File: src/rtl/div3_pkg.sv
// Shared definitions for the div3 arbiter slice: default operand width and
// the arbiter FSM state encoding.
package div3_pkg;

    localparam int DIV3_N = 8;

    typedef enum logic [1:0] {
        ST_IDLE  = 2'd0,
        ST_ISSUE = 2'd1,
        ST_WAIT  = 2'd2,
        ST_DONE  = 2'd3
    } arb_state_e;

endpackage

File: src/rtl/div3.sv
// Bit-serial divide-by-3: one dividend bit per cycle, MSB first, keeping a
// remainder in {0,1,2}. i_x must stay stable while the division runs.
module div3
    import div3_pkg::*;
#(
    parameter int N = DIV3_N
) (
    input  logic         clk,
    input  logic         rst_n,
    input  logic         i_vld,
    input  logic [N-1:0] i_x,
    output logic         o_vld,
    output logic [N-2:0] o_y
);

    localparam int CW = (N > 1) ? $clog2(N) : 1;

    logic          busy_q, busy_d;
    logic [CW-1:0] idx_q, idx_d;
    logic [1:0]    rem_q, rem_d;
    logic [N-2:0]  quo_q, quo_d;
    logic          vld_q, vld_d;

    logic [2:0]    trial;
    logic          ge;

    always_ff @(posedge clk or negedge rst_n) begin
        if (!rst_n) begin
            busy_q <= 1'b0;
            idx_q  <= '0;
            rem_q  <= '0;
            quo_q  <= '0;
            vld_q  <= 1'b0;
        end else begin
            busy_q <= busy_d;
            idx_q  <= idx_d;
            rem_q  <= rem_d;
            quo_q  <= quo_d;
            vld_q  <= vld_d;
        end
    end

    // The first quotient bit is always 0 (remainder starts at 0), so an
    // N-1 bit shift register holds the full quotient.
    always_comb begin
        trial  = {rem_q, 1'b0} + {2'b00, i_x[idx_q]};
        ge     = (trial >= 3'd3);
        busy_d = busy_q;
        idx_d  = idx_q;
        rem_d  = rem_q;
        quo_d  = quo_q;
        vld_d  = 1'b0;
        if (i_vld) begin
            busy_d = 1'b1;
            idx_d  = CW'(N - 1);
            rem_d  = '0;
            quo_d  = '0;
        end else if (busy_q) begin
            quo_d = {quo_q[N-3:0], ge};
            rem_d = ge ? 2'(trial - 3'd3) : trial[1:0];
            if (idx_q == '0) begin
                busy_d = 1'b0;
                vld_d  = 1'b1;
            end else begin
                idx_d = idx_q - 1'b1;
            end
        end
    end

    assign o_vld = vld_q;
    assign o_y   = quo_q;

endmodule

File: src/rtl/div3_arb.sv
// Round-robin arbiter sharing one div3 among R requesters, one operation in
// flight; the result is held in DONE until the consumer takes it.
module div3_arb
    import div3_pkg::*;
#(
    parameter int N = DIV3_N,
    parameter int R = 4
) (
    input  logic                           clk,
    input  logic                           rst_n,
    input  logic [R-1:0]                   i_req,
    input  logic [R*N-1:0]                 i_x,
    output logic [R-1:0]                   o_gnt,
    output logic [N-2:0]                   o_y,
    output logic [((R>1)?$clog2(R):1)-1:0] o_id,
    output logic                           o_vld,
    input  logic                           i_rdy
);

    localparam int IW = (R > 1) ? $clog2(R) : 1;

    arb_state_e    state_q, state_d;
    logic [IW-1:0] p_q, p_d;
    logic [IW-1:0] win_q, win_d;
    logic [N-1:0]  x_q, x_d;
    logic [N-2:0]  y_q, y_d;

    logic          any_req;
    logic [IW-1:0] win_sel;
    logic [N-1:0]  x_slice [R];

    logic          div_ivld;
    logic          div_ovld;
    logic [N-2:0]  div_y;

    div3 #(.N(N)) u_div3 (
        .clk   (clk),
        .rst_n (rst_n),
        .i_vld (div_ivld),
        .i_x   (x_q),
        .o_vld (div_ovld),
        .o_y   (div_y)
    );

    always_ff @(posedge clk or negedge rst_n) begin
        if (!rst_n) begin
            state_q <= ST_IDLE;
        end else begin
            state_q <= state_d;
        end
    end

    always_ff @(posedge clk or negedge rst_n) begin
        if (!rst_n) begin
            p_q   <= '0;
            win_q <= '0;
            x_q   <= '0;
            y_q   <= '0;
        end else begin
            p_q   <= p_d;
            win_q <= win_d;
            x_q   <= x_d;
            y_q   <= y_d;
        end
    end

    // Priority search starting at p and wrapping, so the last winner has
    // the lowest priority next time.
    always_comb begin
        any_req = 1'b0;
        win_sel = p_q;
        for (int i = 0; i < R; i++) begin
            logic [IW-1:0] cand;
            cand = IW'((int'(p_q) + i) % R);
            if (!any_req && i_req[cand]) begin
                any_req = 1'b1;
                win_sel = cand;
            end
        end
    end

    always_comb begin
        for (int k = 0; k < R; k++) begin
            x_slice[k] = i_x[k*N +: N];
        end
    end

    always_comb begin
        state_d = state_q;
        unique case (state_q)
            ST_IDLE:  if (any_req)  state_d = ST_ISSUE;
            ST_ISSUE:               state_d = ST_WAIT;
            ST_WAIT:  if (div_ovld) state_d = ST_DONE;
            ST_DONE:  if (i_rdy)    state_d = ST_IDLE;
            default:                state_d = ST_IDLE;
        endcase
    end

    always_comb begin
        p_d   = p_q;
        win_d = win_q;
        x_d   = x_q;
        y_d   = y_q;
        if (state_q == ST_IDLE && any_req) begin
            win_d = win_sel;
            x_d   = x_slice[win_sel];
        end
        if (state_q == ST_WAIT && div_ovld) begin
            y_d = div_y;
        end
        if (state_q == ST_DONE && i_rdy) begin
            p_d = (win_q == IW'(R - 1)) ? '0 : win_q + 1'b1;
        end
    end

    // The grant is combinational from IDLE; gating with rst_n keeps it low
    // the instant reset is asserted even while requests are pending.
    always_comb begin
        o_gnt    = '0;
        if (rst_n && state_q == ST_IDLE && any_req) begin
            o_gnt = R'(1) << win_sel;
        end
        div_ivld = (state_q == ST_ISSUE);
        o_vld    = (state_q == ST_DONE);
        o_y      = y_q;
        o_id     = win_q;
    end

endmodule

File: config.mk
export PLATFORM = sky130hd
export DESIGN_NAME = div3_arb
export DESIGN_NICKNAME = d
export VERILOG_FILES = /design/src/rtl/div3_pkg.sv /design/src/rtl/div3.sv /design/src/rtl/div3_arb.sv
export SDC_FILE = /design/constraint.sdc
export NUM_CORES = 1
export LEC_CHECK = 0
export ABC_AREA = 1
export BUFFER_PORTS_ARGS = -buffer_cell sky130_fd_sc_hd__buf_2
export CORE_ASPECT_RATIO = 0.8
export CORE_UTILIZATION = 50
export DETAILED_ROUTE_END_ITERATION = 10
export HOLD_SLACK_MARGIN = 0.05
export PLACE_DENSITY = 0.8
export SYNTH_ARGS = -nofsm -noshare
export SYNTH_HDL_FRONTEND = slang
export SYNTH_SLANG_ARGS = --single-unit
File: constraint.sdc
create_clock -name clk -period 3.9 [get_ports clk]
set_clock_uncertainty 0.15 [all_clocks]
set_input_delay 0.585 -clock clk [delete_from_list [all_inputs] [get_ports clk]]
set_output_delay 0.585 -clock clk [all_outputs]
set_load 0.01 [all_outputs]
==> results.md, run 1 <==
- Synthesized area per cell: 7.31 um2
- Initial Util: 0.528
- DR DRC count: 0
- GPL Wtd Cong: 0.839
- Setup violations, final: 0
- Min-delay worst type: input pin to async pin
- Area Overhead vs Synth: 15.5%
- Crit path launch: p_q[0]$_DFFE_PN0P_
- Overflow after GRT: 0
- Achievable Freq: 301 MHz
- Final HPWL DP: 3980 um
- Slowest-stage cell, CP: dfrtp_1
- Row cnt: 22
- Critical path endpoint: o_gnt[3]
- Crit-path cells: buf_4, inv_2, nand2_1, nand2_1, nand2_1, nand2_2, nor2_8, nand2_1, o21ai_2, buf_4, inv_2, nand2_2, nor3_2, buf_2
- Min Tclk post-route: 3.32 ns
- Seq/Total Area, Yosys: 0.354
- Fill count: 443
- CTS sink count: 35
- Total setup buffers inserted after CTS: 0
- IO Pins: 53
- Crit Path Category: register to output port
- P per Cell Area: 934 nW/um2
- Syn Inst Count: 338
- Slew headroom: 0.715
- First-pass GRT wire length: 8850 um
- Antenna violations before repair: 0
- 1st-pass router iterations: 4
- Top Layer Used: met4
- Most common cell after layout, fill and taps aside: nand2_1
- CP top delay family: simple AND/OR/NAND/NOR gates
- Arrival time at the worst endpoint: 2.59 ns
- Fin crit share: 0.852
- Post-synth top flop: dfrtp_1
- Initial DRC count: 152
- Via count: 2,351
- Critical Path Max Stage Delay: 0.42 ns
- WP buf/inv: 5
- PortBufs: 52
- Asr flop ratio synth: 1.00
- TritonCTS clock tree: yes
- Vias in the first global route: 2,107
- Reg2reg path depth: 16
- CP Launch Type: register
- CP Depth: 14
- Crit-path most repeated cell: nand2_1
- Mapped Nets: 386
- Commonest non-fill, non-tap cells in the layout: nand2_1, buf_2, nand3_1, dfrtp_1, inv_1
- Drt wl/cell: 11.7 um
- Top cells by area, synth: dfrtp_1, nand2_1, nand3_1, nand3_2, ha_1
- CP Max Fanout: 13
- H-tree Lvls: 2
- Max VDD drop: 0.391 mV
- Die Ht: 64.9 um
- Final WS setup: 0.579 ns
- Lkg Pwr: 0.00161 uW
- Yosys top cell by area: dfrtp_1
- Distinct cells, synth: 28
- CP Capture Type: output port
- Final Max Slew Viols: 0
- Dpl ws: 0.932 ns
- Core box area: 4680 um2
- # nets final: 438
- Worst r2r dst: x_q[2]$_DFFE_PN0P_
- Worst skew pair latency: 0.30 ns
- Max cap viols: 0
- Die Footprint: 5230 um2
- Synth top area share: 0.354
- Clock Tree Root: clkbuf_8
- Inserted Clock Buffers: 5
- Fraction of layout cells with a size suffix above 1: 0.253
- Hold_buf cts: 0
- RSZ-0062 raised after global routing: false
- Post-route antenna net violation count: 0
- EDFF count, synth: 0
- Worst EP required: 3.16 ns
- # diodes: 0
- Status: completed
- Met3 WL post-DR: 228 um
- Met1 WL: 2550 um
- Wire length on met2: 2460 um
- Drt total wl: 5280 um
- Yosys warning count: 0
- GRT Total Usage: 0.220
- Flop-to-flop setup slack: 1.40 ns
- Post-CTS Resized: 0
- Fin Setup TNS: 0 ns
- CTS max path bufs: 2
- Final Hold Vio Count: 0
- Worst reg2reg startpoint: p_q[0]$_DFFE_PN0P_
- Post-Syn Area: 2470 um2
- Die width: 80.6 um
- Register bit total from synthesis: 35
- Worst Max-Slew Pin Slew: 0.427 ns
- Largest net degree at the start of global routing: 36
- CTS clk-pin slew, worst paths: 0.08 ns
- Number of vias per cell: 5.21
-- power by group --
| group | leakage [uW] | total, uW | switching, uW | internal, uW |
|---|---|---|---|---|
| registers | 0.000443 | 630 | 110 | 520 |
| clock network | 0.0000581 | 329 | 139 | 190 |
| logic | 0.00111 | 1710 | 1150 | 561 |
-- sequential cells by signal, indices dropped and copies added (netlist names) --
register       flops
u_div3.o_vld       1
x_q                8
u_div3.busy_q      1
p_q                2
o_y                7
u_div3.rem_q       2
u_div3.idx_q       3
u_div3.o_y         7
o_id               2
state_q            2
-- layer usage --
| metal | global-route usage | vias to the layer above |
|---|---|---|
| li1 | - | 1202 |
| met1 | 0.276 | 1089 |
| met2 | 0.369 | 53 |
| met3 | 0.0690 | 7 |
| met4 | 0.0536 | 0 |
| met5 | 0 | - |
-- area by class of cell --
cell class | instances | area (um2) | share of cell area
inverter | 32 | 123 | 0.0429
timing repair buffer | 55 | 283 | 0.0990
clock inverter | 3 | 43.8 | 0.0153
tap | 60 | 75.1 | 0.0263
multi-input combinational | 261 | 1390 | 0.486
clock buffer | 5 | 68.8 | 0.0241
sequential | 35 | 876 | 0.307
-- synth_stat cells (all sizes together), types with 2 or more instances --
| library cell | n |
|---|---|
| a21oi | 8 |
| buf | 9 |
| dfrtp | 35 |
| ha | 9 |
| inv | 31 |
| nand2 | 143 |
| nand3 | 47 |
| nand4 | 3 |
| nor2 | 14 |
| nor3 | 5 |
| o211ai | 2 |
| o21ai | 20 |
| o22ai | 7 |
-- worst min-delay path by stage --
stage	startpoint	end	slack (ns)	depth (start not counted)
after floorplan	rst_n	o_id[0]$_DFFE_PN0P_	0.14	0
after global placement	o_y[5]$_DFFE_PN0P_	o_y[5]$_DFFE_PN0P_	0.31	2
after detailed placement	x_q[6]$_DFFE_PN0P_	x_q[6]$_DFFE_PN0P_	0.32	2
after CTS	rst_n	o_y[3]$_DFFE_PN0P_	0.25	2
after global routing	rst_n	u_div3.o_y[5]$_DFFE_PN0P_	0.26	2
final	rst_n	o_y[3]$_DFFE_PN0P_	0.23	2
-- kinds of logic (layout without fill, tap and decap cells) --
logic type               Yosys count  count (layout)  synth area share
AO/OA/AOI/OAI                     39              39            0.0886
flip-flops                        35              35             0.354
adder cells (fa/ha/maj)            9               9            0.0456
AND/OR/NAND/NOR                  213             213             0.427
buffers and inverters             42              95            0.0846
-- worst reg2reg max path, stage by stage (launching register included) --
cell     delay (ns)
dfrtp_1        0.42
buf_4          0.20
inv_2          0.22
nand2_1        0.10
nand2_1        0.14
nand2_1        0.09
nand2_2        0.18
nand2_2        0.09
nand2_1        0.09
nand2_1        0.06
nand2_1        0.05
nand3_1        0.06
nand2_1        0.31
nand2_1        0.10
nand2_1        0.08
nand2_1        0.05
nand2_1        0.06
-- per-stage QoR --
step | hold WS, ns | area (um2) | utilization | std cells | power [uW]
6_report | 0.227 | 2860 | 0.610 | 451 | 2670
5_1_grt | 0.264 | 2860 | 0.610 | 451 | 2940
4_1_cts | 0.246 | 2860 | 0.610 | 451 | 2670
3_5_place_dp | 0.318 | 2740 | 0.586 | 443 | 2330
3_3_place_gp | 0.311 | 2740 | 0.586 | 443 | 2280
2_1_floorplan | 0.139 | 2470 | - | 338 | 2060
No activity file was read; power rests on OpenSTA's default activity.
==> run 2, diff against run 1 <==
--- a/config.mk
+++ b/config.mk
@@ -7,7 +7,6 @@
 export LEC_CHECK = 0
 export ABC_AREA = 1
 export BUFFER_PORTS_ARGS = -buffer_cell sky130_fd_sc_hd__buf_2
-export CORE_ASPECT_RATIO = 0.8
 export CORE_UTILIZATION = 50
 export DETAILED_ROUTE_END_ITERATION = 10
 export HOLD_SLACK_MARGIN = 0.05
==> results.md, run 2 (synthesis results as in run 1) <==
- Status: completed
- WP buf/inv: 5
- Min-delay worst type: input pin to async pin
- H-tree Lvls: 2
- CTS clk-pin slew, worst paths: 0.07 ns
- TritonCTS clock tree: yes
- CP Launch Type: register
- Area Overhead vs Synth: 15.4%
- Final Hold Vio Count: 0
- Drt total wl: 5300 um
- First-pass GRT wire length: 9280 um
- Max VDD drop: 0.392 mV
- Hold_buf cts: 0
- Fraction of layout cells with a size suffix above 1: 0.251
- Post-CTS Resized: 0
- Total setup buffers inserted after CTS: 0
- Largest net degree at the start of global routing: 36
- Max cap viols: 0
- Drt wl/cell: 11.6 um
- Achievable Freq: 311 MHz
- Overflow after GRT: 0
- Core box area: 4750 um2
- Flop-to-flop setup slack: 1.54 ns
- PortBufs: 52
- Crit Path Category: register to output port
- Slowest-stage cell, CP: dfrtp_1
- CTS max path bufs: 2
- Final HPWL DP: 3920 um
- Vias in the first global route: 2,121
- GPL Wtd Cong: 0.812
- Row cnt: 25
- Setup violations, final: 0
- Reg with most FFs: x_q
- Number of vias per cell: 5.10
- CTS sink count: 35
- 1st-pass router iterations: 4
- Fill count: 459
- Lkg Pwr: 0.00160 uW
- Die Footprint: 5230 um2
- Slew headroom: 0.711
- Worst Max-Slew Pin Slew: 0.434 ns
- Arrival time at the worst endpoint: 2.48 ns
- Worst skew pair latency: 0.29 ns
- CP Max Fanout: 15
- Initial DRC count: 137
- Final Max Slew Viols: 0
- Post-route antenna net violation count: 0
- Inserted Clock Buffers: 5
- CP Depth: 14
- Commonest non-fill, non-tap cells in the layout: nand2_1, buf_2, nand3_1, dfrtp_1, inv_1
- CP top delay family: simple AND/OR/NAND/NOR gates
- Crit-path cells: buf_4, inv_2, nand2_1, nand2_2, nand2_1, nand2_2, nor2_8, nand2_1, o21ai_2, buf_4, inv_2, nand2_2, nor3_1, buf_2
- Min Hold Slack: 0.241 ns
- Critical Path Max Stage Delay: 0.36 ns
- RSZ-0062 raised after global routing: false
- IO Pins: 53
- Antenna violations before repair: 0
- Min Tclk post-route: 3.21 ns
- Fin Setup TNS: 0 ns
- # nets final: 438
- Worst EP required: 3.16 ns
- Clock Tree Root: clkbuf_8
- Initial Util: 0.520
- # diodes: 0
- Worst r2r dst: x_q[4]$_DFFE_PN0P_
- GRT Total Usage: 0.223
- Via count: 2,335
- Fin crit share: 0.823
- DR DRC count: 0
- Worst reg2reg startpoint: p_q[0]$_DFFE_PN0P_
- Die Ht: 72.3 um
- CP Capture Type: output port
- Most common cell after layout, fill and taps aside: nand2_1
- P per Cell Area: 920 nW/um2
- Die width: 72.3 um
- Reg2reg path depth: 16
- Max reg flops: 8
==> run 2: worst max path at each step <==
stage,slack [ns],to,start
floorplan,1.40,o_gnt[0],p_q[0]$_DFFE_PN0P_
global placement,1.08,o_gnt[2],p_q[0]$_DFFE_PN0P_
detailed placement,1.01,o_gnt[0],p_q[0]$_DFFE_PN0P_
CTS,0.69,o_gnt[0],p_q[0]$_DFFE_PN0P_
global route,0.48,o_gnt[0],p_q[0]$_DFFE_PN0P_
finish,0.69,o_gnt[0],p_q[0]$_DFFE_PN0P_
==> run 2: area by class of cell <==
cell class | count | area, um2 | area share
flip-flops and latches | 35 | 876 | 0.307
repair buffers | 55 | 283 | 0.0992
clock buffers | 8 | 100 | 0.0351
multi-input cells | 261 | 1390 | 0.486
well taps | 67 | 83.8 | 0.0294
inverters | 32 | 123 | 0.0430
==> run 2: worst reg2reg max path, stage by stage (launching register included) <==
cell and delay [ns]:
dfrtp_1 0.36, buf_4 0.19, inv_2 0.21, nand2_1 0.10, nand2_2 0.12, nand2_1 0.07, nand2_2 0.15, nand2_2 0.08
nand2_1 0.09, nand2_1 0.05, nand2_1 0.05, nand3_1 0.06, nand2_1 0.32, nand2_1 0.11, nand2_1 0.08, nand2_1 0.05
nand2_1 0.06
==> run 2: where the power goes <==
part / internal [uW] / switching, uW / leakage [uW]
logic: 560 / 1160 / 0.00111
registers: 521 / 103 / 0.000443
clock network: 161 / 124 / 0.0000515
total: 1240 / 1380 / 0.00160
==> run 2: metal layers <==
metal | up-vias | GRT usage | share of wire
met5 | - | 0 | 0
met2 | 42 | 0.373 | 0.50
li1 | 1202 | - | -
met3 | 6 | 0.0403 | 0.033
met4 | 0 | 0.0566 | 0.011
met1 | 1085 | 0.300 | 0.46
==> run 2: per-stage QoR <==
step	setup slack [ns]	cells	utilization	area, um2	total power [uW]
after global routing	0.476	458	0.600	2850	2930
after floorplan	1.40	338	-	2470	2060
after detailed placement	1.01	450	0.579	2750	2330
final	0.688	458	0.600	2850	2620
after CTS	0.690	458	0.600	2850	2630
after global placement	1.08	450	0.579	2750	2280
